### config.mk
export PLATFORM = sky130hd
export DESIGN_NAME = bank_strobe_decoder
export DESIGN_NICKNAME = d
export VERILOG_FILES = /design/src/rtl/bank_strobe_decoder.sv
export SDC_FILE = /design/constraint.sdc
export NUM_CORES = 1
export LEC_CHECK = 0
export CORE_MARGIN = 5
export CORE_UTILIZATION = 45
export CTS_CLUSTER_SIZE = 24
export DETAILED_ROUTE_END_ITERATION = 10
export GPL_TIMING_DRIVEN = 0
export MAX_ROUTING_LAYER = met4
export PLACE_DENSITY_LB_ADDON = 0.2
export SYNTH_ARGS = -nofsm -noshare
export SYNTH_HDL_FRONTEND = slang
export SYNTH_SLANG_ARGS = --single-unit
### constraint.sdc
create_clock -name clk -period 7.1 [get_ports clk]
set_input_delay 1.42 -clock clk [delete_from_list [all_inputs] [get_ports clk]]
set_output_delay 1.42 -clock clk [all_outputs]
set_load 0.01 [all_outputs]
### src/rtl/bank_strobe_decoder.sv
// bank_strobe_decoder: qualifies banked lane strobes on x and queues {sel, en} through a small FIFO.
// Define BANK_STROBE_SYNC_EN to pass x through a 2-flop synchronizer (reset to all ones) before decode.
module bank_strobe_decoder #(
  parameter int N           = 4,
  parameter int QUAL_CYCLES = 2,
  parameter int FIFO_DEPTH  = 2,
  parameter int CNT_W       = 16
) (
  input  logic             clk,
  input  logic             rst_n,
  input  logic [2*N-1:0]   x,
  input  logic             clr,
  output logic             out_valid,
  input  logic             out_ready,
  output logic             out_sel,
  output logic [N-1:0]     out_en,
  output logic             err_both,
  output logic             err_ovf,
  output logic [CNT_W-1:0] strobe_cnt
);
  localparam int QW = $clog2(QUAL_CYCLES + 1);
  localparam int PW = FIFO_DEPTH > 1 ? $clog2(FIFO_DEPTH) : 1;
  localparam int CW = $clog2(FIFO_DEPTH + 1);
  localparam logic [CNT_W-1:0] CNT_MAX = '1;
  typedef enum logic [1:0] {IDLE, QUAL, HOLD} state_t;
  logic [2*N-1:0] xs;
`ifdef BANK_STROBE_SYNC_EN
  logic [2*N-1:0] s1, s2;
  always_ff @(posedge clk or negedge rst_n)
    if (!rst_n) begin
      s1 <= '1;
      s2 <= '1;
    end else begin
      s1 <= x;
      s2 <= s1;
    end
  assign xs = s2;
`else
  assign xs = x;
`endif
  logic [N-1:0] lo, hi, cand_en, lat_en, lat_en_n;
  logic lo_act, hi_act, is_idle, is_both, same, lat_sel, lat_sel_n, push, set_both;
  logic [QW-1:0] qcnt, qcnt_n;
  state_t state, state_n;
  assign lo      = ~xs[N-1:0];
  assign hi      = ~xs[2*N-1:N];
  assign lo_act  = |lo;
  assign hi_act  = |hi;
  assign is_idle = !lo_act && !hi_act;
  assign is_both = lo_act && hi_act;
  assign cand_en = hi_act ? hi : lo;
  assign same    = (hi_act == lat_sel) && (cand_en == lat_en);
  always_comb begin
    state_n   = state;
    lat_sel_n = lat_sel;
    lat_en_n  = lat_en;
    qcnt_n    = qcnt;
    push      = 1'b0;
    set_both  = 1'b0;
    case (state)
      IDLE:
        if (is_both) begin
          set_both = 1'b1;
          state_n  = HOLD;
        end else if (!is_idle) begin
          lat_sel_n = hi_act;
          lat_en_n  = cand_en;
          qcnt_n    = QW'(1);
          push      = QUAL_CYCLES == 1;
          state_n   = QUAL_CYCLES == 1 ? HOLD : QUAL;
        end
      QUAL:
        if (is_idle) state_n = IDLE;
        else if (is_both) begin
          set_both = 1'b1;
          state_n  = HOLD;
        end else if (!same) begin
          lat_sel_n = hi_act;
          lat_en_n  = cand_en;
          qcnt_n    = QW'(1);
        end else begin
          qcnt_n  = qcnt + QW'(1);
          push    = qcnt_n == QW'(QUAL_CYCLES);
          state_n = push ? HOLD : QUAL;
        end
      HOLD: state_n = is_idle ? IDLE : HOLD;
      default: state_n = IDLE;
    endcase
  end
  always_ff @(posedge clk or negedge rst_n)
    if (!rst_n) begin
      state   <= IDLE;
      lat_sel <= 1'b0;
      lat_en  <= '0;
      qcnt    <= '0;
    end else begin
      state   <= state_n;
      lat_sel <= lat_sel_n;
      lat_en  <= lat_en_n;
      qcnt    <= qcnt_n;
    end
  // Push data is always the current candidate: it equals the latch whenever push fires.
  logic [N:0] mem [FIFO_DEPTH];
  logic [N:0] last;
  logic [PW-1:0] wr_ptr, rd_ptr;
  logic [CW-1:0] count;
  logic full, pop, accept, ovf;
  assign full      = count == CW'(FIFO_DEPTH);
  assign out_valid = count != '0;
  assign pop       = out_valid && out_ready;
  assign accept    = push && (!full || pop);
  assign ovf       = push && full && !pop;
  assign {out_sel, out_en} = out_valid ? mem[rd_ptr] : last;
  always_ff @(posedge clk or negedge rst_n)
    if (!rst_n) begin
      for (int i = 0; i < FIFO_DEPTH; i++) mem[i] <= '0;
      last       <= '0;
      wr_ptr     <= '0;
      rd_ptr     <= '0;
      count      <= '0;
      err_both   <= 1'b0;
      err_ovf    <= 1'b0;
      strobe_cnt <= '0;
    end else begin
      if (accept) begin
        mem[wr_ptr] <= {hi_act, cand_en};
        wr_ptr      <= wr_ptr == PW'(FIFO_DEPTH - 1) ? '0 : wr_ptr + PW'(1);
      end
      if (pop) begin
        last   <= mem[rd_ptr];
        rd_ptr <= rd_ptr == PW'(FIFO_DEPTH - 1) ? '0 : rd_ptr + PW'(1);
      end
      count      <= count + CW'(accept) - CW'(pop);
      err_both   <= set_both || (err_both && !clr);
      err_ovf    <= ovf || (err_ovf && !clr);
      strobe_cnt <= clr ? (accept ? CNT_W'(1) : '0)
                        : (accept && strobe_cnt != CNT_MAX ? strobe_cnt + CNT_W'(1) : strobe_cnt);
    end
endmodule

# After elaboration in Yosys (flattened, before gate mapping)
# Cells that the tools add are included.
dict set report classes {
  add_sub_neg 6
  n_mul 0
  div_mod_pow 0
  order_cmp 3
  n_eq_ne 14
  n_shift 0
  mux 45
  bitwise 4
  n_reduce_logical 28
}
# operator n
set op_table {}
lappend op_table {{$mux 16} 2}
lappend op_table {{$mux 5} 5}
lappend op_table {{$mux 4} 6}
lappend op_table {{$mux 2} 11}
lappend op_table {{$add 16x1->16 const B} 1}
lappend op_table {{$ne 16x16->1 const B} 1}
lappend op_table {{$mux 1} 14}
lappend op_table {{$logic_and 1x1->1} 11}
lappend op_table {{$bwmux 10} 1}
lappend op_table {{$ne 2x2->1 const B} 5}
lappend op_table {{$not 4->4} 2}
lappend op_table {{$pmux 4 s2} 1}
lappend op_table {{$reduce_or 4->1} 2}
lappend op_table {{$eq 2x2->1 const B} 3}
lappend op_table {{$pmux 2 s3} 1}
lappend op_table {{$reduce_and 6->1} 1}
lappend op_table {{$reduce_bool 2->1} 3}
lappend op_table {{$demux 5 s1} 1}
lappend op_table {{$logic_not 1->1} 5}
lappend op_table {{$reduce_and 5->1} 1}
lappend op_table {{$eq 4x4->1} 1}
lappend op_table {{$ge 2x2->1 const B} 2}
lappend op_table {{$ne 4x4->1 const B} 1}
lappend op_table {{$not 1->2} 2}
lappend op_table {{13 further kinds} 17}
dict set report word_totals {
  regBits 46
  latch_bits 0
  ram_bits 0
  romBits 0
  input_bits 12
  output_inout_bits 24
  memories 0
}

# Longest topological paths before layout
dict set report logic_depth {
  depth_word 13
  depth_mapped 13
  mapped_depth_nobuf 12
}

# Worst setup path before layout
# Ideal clock, no wire load.
dict set report synth_path {
  kind {input to register}
  start {input x[6]}
  end {register strobe_cnt[8]}
  setup_time_ns 0.078
  arrival_time_ns 3.781
  t_required_ns 7.022
  slack_ns 3.241
  cell_stages 9
  n_path_buf 1
  cell_sequence {and4_1 -> inv_1 -> ha_1 -> nor3_2 -> nand4_1 -> or4b_1 -> clkbuf_1 -> or4_1 -> a21oi_1}
}
dict set report synth_via {
  elab_chain_len 12
  elab_cells_between_ends 16
  cone_classes {eq/ne: 2; mux: 5; bitwise: 1; reduce/logical: 8}
}
# item line_no
set synth_lines {}
lappend synth_lines {{start, declared} 11} ;# input logic [2*N-1:0] x,
lappend synth_lines {{$not 4->4 *} 46} ;# assign hi = ~xs[2*N-1:N];
lappend synth_lines {{$reduce_or 4->1 *} 48} ;# assign hi_act = |hi;
lappend synth_lines {{named net hi_act} 42} ;# logic lo_act, hi_act, is_idle, is_both, same, lat_sel, lat_sel_n, push, set_both;
lappend synth_lines {{$mux 4} 51} ;# assign cand_en = hi_act ? hi : lo;
lappend synth_lines {{$eq 4x4->1} 52} ;# assign same = (hi_act == lat_sel) && (cand_en == lat_en);
lappend synth_lines {{$logic_and 1x1->1} 52}
lappend synth_lines {{$mux 1} 77} ;# end else if (!same) begin
lappend synth_lines {{$mux 1} 74} ;# else if (is_both) begin
lappend synth_lines {{$mux 1 *} 73} ;# if (is_idle) state_n = IDLE;
lappend synth_lines {{$mux 1 *} -}
lappend synth_lines {{$logic_and 1x1->1 *} 111} ;# assign accept = push && (!full || pop);
lappend synth_lines {{$logic_and 1x1->1 *} 137} ;# : (accept && strobe_cnt != CNT_MAX ? strobe_cnt + CNT_W'(1) : strobe_cnt);
lappend synth_lines {{$reduce_bool 2->1 (no line) *} -}
lappend synth_lines {{end signal, assigned} 136} ;# strobe_cnt <= clr ? (accept ? CNT_W'(1) : '0)
lappend synth_lines {{end, declared} 19} ;# output logic [CNT_W-1:0] strobe_cnt
# The timed path passes the listed nets; every way through them passes the cells marked *.
# A chain may end at the register's enable or synchronous reset.

# Worst setup path in the final report
dict set report layout_path {
  start {input x[5]}
  end {register strobe_cnt[14]}
}
# Same word-level chain as after synthesis.

==> flow_results.org <==
** Global routing
- Global routing consumed, on the met1 layer, a little over a fifth of the routing resources.
- Global routing used 2.621% of the available met3 tracks.
- Met2 track demand over resource in global routing :: roughly 25%
- Wire length of the first global-routing pass :: 9.328 mm
- For this run the aggregate overflow at the end of global routing stands at 0.
- The via count of the first global-routing pass is 1949.
- The number of antenna violations at the first check in global routing came to 0.
- In the global route stage, overall resource usage came out at 16.14%.
- Maximum number of pins on one net before global-route repair :: 30
- Routing layer with the top usage in global route :: met2

** Power
- Part of the power in the clock network :: 27.1%
- Of the total power, the share spent switching nets is 30.92%.
- VDD sags by at most 105.3 µV.
- Net switching power :: ~0.22 mW
- Per report_power, the sequential group accounts for 43.5% of the total.
- For this design the ratio of total power to cell area is 231.8 nW/µm².
- Internal :: 0.4979 mW
- Lkg Pwr :: roughly 1.3 nW
- Combinational group share of total power :: 29.4%

** Synth
- The synthesized netlist occupies a cell area of between 2000 and 3000 µm².
- Sequential-to-total area share from yosys stat :: 45.23%
- Count of synthesis-stage warnings from yosys :: 0
- Post-synth cell types :: 40
- Synthesis inferred 46 register bits.
- In this run, synthesis inferred 0 flip-flops with an integrated enable.
- Synthesis produced a netlist whose cell count is between 200 and 300.
- Most used flip-flop cell after synthesis :: sky130_fd_sc_hd__dfrtp_1
- Cell type with the largest total area after synthesis :: sky130_fd_sc_hd__dfrtp_1
- In this run the biggest area consumer among cell types represents 45.23% of the synthesized area.
- Async set-or-reset flop fraction in the synthesized netlist :: 100.0%
- By area the synthesized netlist is led by sky130_fd_sc_hd__dfrtp_1 (45%), sky130_fd_sc_hd__mux2_2 (7.1%), sky130_fd_sc_hd__ha_1 (3.9%).
- Average instance area after synthesis :: about 9.6 µm²
- The number of nets in the synthesized netlist is 284.

** Routing
- Dividing the detail-routed via count by the number of cells gives 5.547.
- Drt pass-1 iters :: 4
- In this run the remaining antenna-violating nets after routing total 0.
- Summed over all layers, the routed wires come to about 5.5 mm.
- Iteration-0 DRC Markers :: 96
- Overall via count from detail_route :: ~2100
- In the routed design, unresolved DRC markers number 0.
- In the final routed layout, each cell accounts on average for 14.35 µm.

** Timing
- Max Clk Rate :: about 210 MHz
- At the pin with the least slew margin, the transition time is 0.9378 ns.
- The worst pin sits at a relative slew slack of 37.00%.
- For the final database, setup skew stands at 0.005270 ns.
- Setup repair after global routing missed its margin :: no
- The final count of hold timing violations was 0.
- The total count of max-transition violations in the final report is 0.
- Period utilization :: 66.25%
- For the finished layout, the period the worst path requires is approximately 4.7 ns.
- Setup violations remaining at the end of the flow were counted as 0.
- Summed over all failing endpoints, the final setup total negative slack is 0 ns.

** Floorplanning
- In this run the standard cell core region covers 5507 µm².
- The die is 85.20 µm wide.
- Std-Cell Rows :: 27
- 36 I/O pins were placed.
- Starting utilization of the core area :: around 46%
- Die Height :: ~85 µm
- Die Area :: 7259 µm²

** Worst setup path
- R2R Path End :: count[1]$_DFF_PN0_
- The startpoint identified for the worst register-to-register timing path is lat_en[1]$_DFFE_PN0P_.
- Chain of cells forming the critical path :: clkdlybuf4s50_1 > and4_1 > inv_1 > ha_1 > nor3_2 > nand4_1 > or4b_1 > clkbuf_1 > or4_1 > a21oi_1
- For the worst setup path, the data arrival time is approximately 4.9 ns.
- Kind of end point of the critical path :: flop
- Critical path fanouts, max :: 10
- Max incr delay on CP :: 0.59 ns
- The critical path starts at x[5].
- Cell with the biggest individual delay on the critical path :: sky130_fd_sc_hd__clkdlybuf4s50_1
- Count of cells along the worst register-to-register path :: 12
- CP Data Required Time :: 7.32 ns
- Crit Path Class :: input pin to flop
- Minimum setup slack among reg-to-reg paths :: 4.19 ns
- The most critical setup path has its endpoint at strobe_cnt[14]$_DFFE_PN0P_.
- Nature of the critical path startpoint :: input pin

** Clock tree
- # Post-CTS Setup Buffers :: 0
- The tree built by TritonCTS fans out to 46 sinks.
- CTS built an H-tree with a depth of 2.
- Number of buffers inserted by hold repair at cts :: 0
- Number of clock buffers inserted by TritonCTS :: 5
- The clock passes through at most 2 buffers.
- The tree is rooted in a sky130_fd_sc_hd__clkbuf_8.
- Clock transition at the registers of the reported paths :: 0.09 ns
- # resized after CTS :: 0
- Clock tree from TritonCTS :: built
- Clock latency on the worst-skew pair, taken at its later pin, is 0.30 ns.

** Finish
- Share of final-layout standard cells stronger than drive strength 1 :: approximately 11%
- 0 antenna diodes ended up in the layout.
- Compared with the post-synthesis result, the final layout area differs by 22.17%.
- Once layout is complete, the utilization of the core stands at a little under three fifths.
- Most frequent cells in the layout :: sky130_fd_sc_hd__dfrtp_1 (46), sky130_fd_sc_hd__clkdlybuf4s50_1 (34), sky130_fd_sc_hd__nand2_1 (25)
- Area taken by multi-input logic gates :: 1294 µm²
- Layout fillers :: 502
- Fin nets :: about 330
- Area of all sequential standard cells :: 1151 µm²
- Leaving out fill and tap cells, the most frequent cell in the layout is sky130_fd_sc_hd__dfrtp_1.

** Hold path
- Worst hold path startpoint :: last[3]$_DFFE_PN0P_
- Class of the worst hold path :: flop to flop

** Job
- Max_cap viols :: 0

** Placement
- RePlAce Congestion :: 0.8655
- Port buffering added 35 buffers.
- Post-detail-place hpwl :: 4.054 mm

** Status
- Outcome :: completed
-- kinds of logic (layout without fill, tap and decap cells) --
| family | after synthesis | in the layout | synth area share, % |
|---|---|---|---|
| AOI/OAI and AO/OA | 46 | 46 | 10.87 |
| xor gates and xnor gates | 8 | 8 | 2.753 |
| adders and majority gates | 8 | 8 | 3.933 |
| buffers and inverters | 26 | 70 | 3.933 |
| DFF | 46 | 46 | 45.23 |
| muxes | 23 | 23 | 10.03 |
| and+or+nand+nor | 107 | 107 | 23.26 |
-- layout make-up --
| class | count | share of cell area [%] |
|---|---|---|
| flip-flops and latches | 46 | 37.02 |
| inverters | 12 | 1.449 |
| well taps | 72 | 2.897 |
| clock inverters | 3 | 1.288 |
| clock buffers | 5 | 2.213 |
| repair buffers | 36 | 11.75 |
| multi-input cells | 192 | 41.61 |
| plain buffers | 14 | 1.771 |
-- cell usage after synthesis (all sizes together) (3+ instances only) --
master  count
nand4      10
o31ai       9
mux2i       6
a21oi      19
dfrtp      46
inv        12
clkbuf     10
nor2b       6
or4         9
nor3       10
nand4b      4
mux2       17
o21ai       9
nor2       21
and4        3
nand3       6
ha          8
xnor2       4
buf         4
nand2      25
xor2        4
-- sequential cells by signal, indices dropped and copies added (netlist names) --
name and cells:
strobe_cnt 16, mem 10, last 5, lat_en 4, count 2, qcnt 2, state 2, err_both 1
err_ovf 1, lat_sel 1, rd_ptr 1, wr_ptr 1
-- how the worst min path moves through the flow --
stage,cells after the start,slack (ns),end
3_3_place_gp,2,0.46,last[4]$_DFFE_PN0P_
2_1_floorplan,2,0.45,qcnt[1]$_DFFE_PN0P_
6_report,2,0.49,last[3]$_DFFE_PN0P_
4_1_cts,2,0.50,last[2]$_DFFE_PN0P_
3_5_place_dp,2,0.47,qcnt[1]$_DFFE_PN0P_
5_1_grt,1,0.53,count[1]$_DFF_PN0_
-- power groups by stage --
stage / sequential [mW] / combinational, mW / clock [mW]
2_1_floorplan: 0.315 / 0.135 / 0
3_3_place_gp: 0.317 / 0.207 / 0
5_1_grt: 0.317 / 0.236 / 0.209
4_1_cts: 0.313 / 0.214 / 0.201
3_5_place_dp: 0.318 / 0.213 / 0
6_report: 0.313 / 0.212 / 0.196
-- layer usage --
layer	vias up	part of all wire, %
met5	-	0
met4	0	1.2
met3	5	4.9
met2	45	47
met1	1015	47
li1	1043	-
-- critical path: cells and delay by family --
| family | cells | cell delay (ns) |
|---|---|---|
| AO/OA/AOI/OAI | 1 | 0.20 |
| adder cells (fa/ha/maj) | 1 | 0.30 |
| buffers and inverters | 3 | 0.91 |
| AND/OR/NAND/NOR | 5 | 2.08 |
-- stage by stage --
| stage | power [mW] | std cells | area [µm²] | setup slack [ns] | hold WS, ns |
|---|---|---|---|---|---|
| 5_1_grt | 0.7628 | 380 | 3109 | 2.075 | 0.5340 |
| 3_3_place_gp | 0.5242 | 371 | 2985 | 2.150 | 0.4623 |
| 4_1_cts | 0.7281 | 380 | 3109 | 2.400 | 0.4978 |
| 6_report | 0.7207 | 380 | 3109 | 2.396 | 0.4900 |
| 2_1_floorplan | 0.4500 | 264 | 2545 | 3.241 | 0.4485 |
| 3_5_place_dp | 0.5315 | 372 | 3000 | 2.077 | 0.4744 |
No activity file was read; power rests on OpenSTA's default activity.
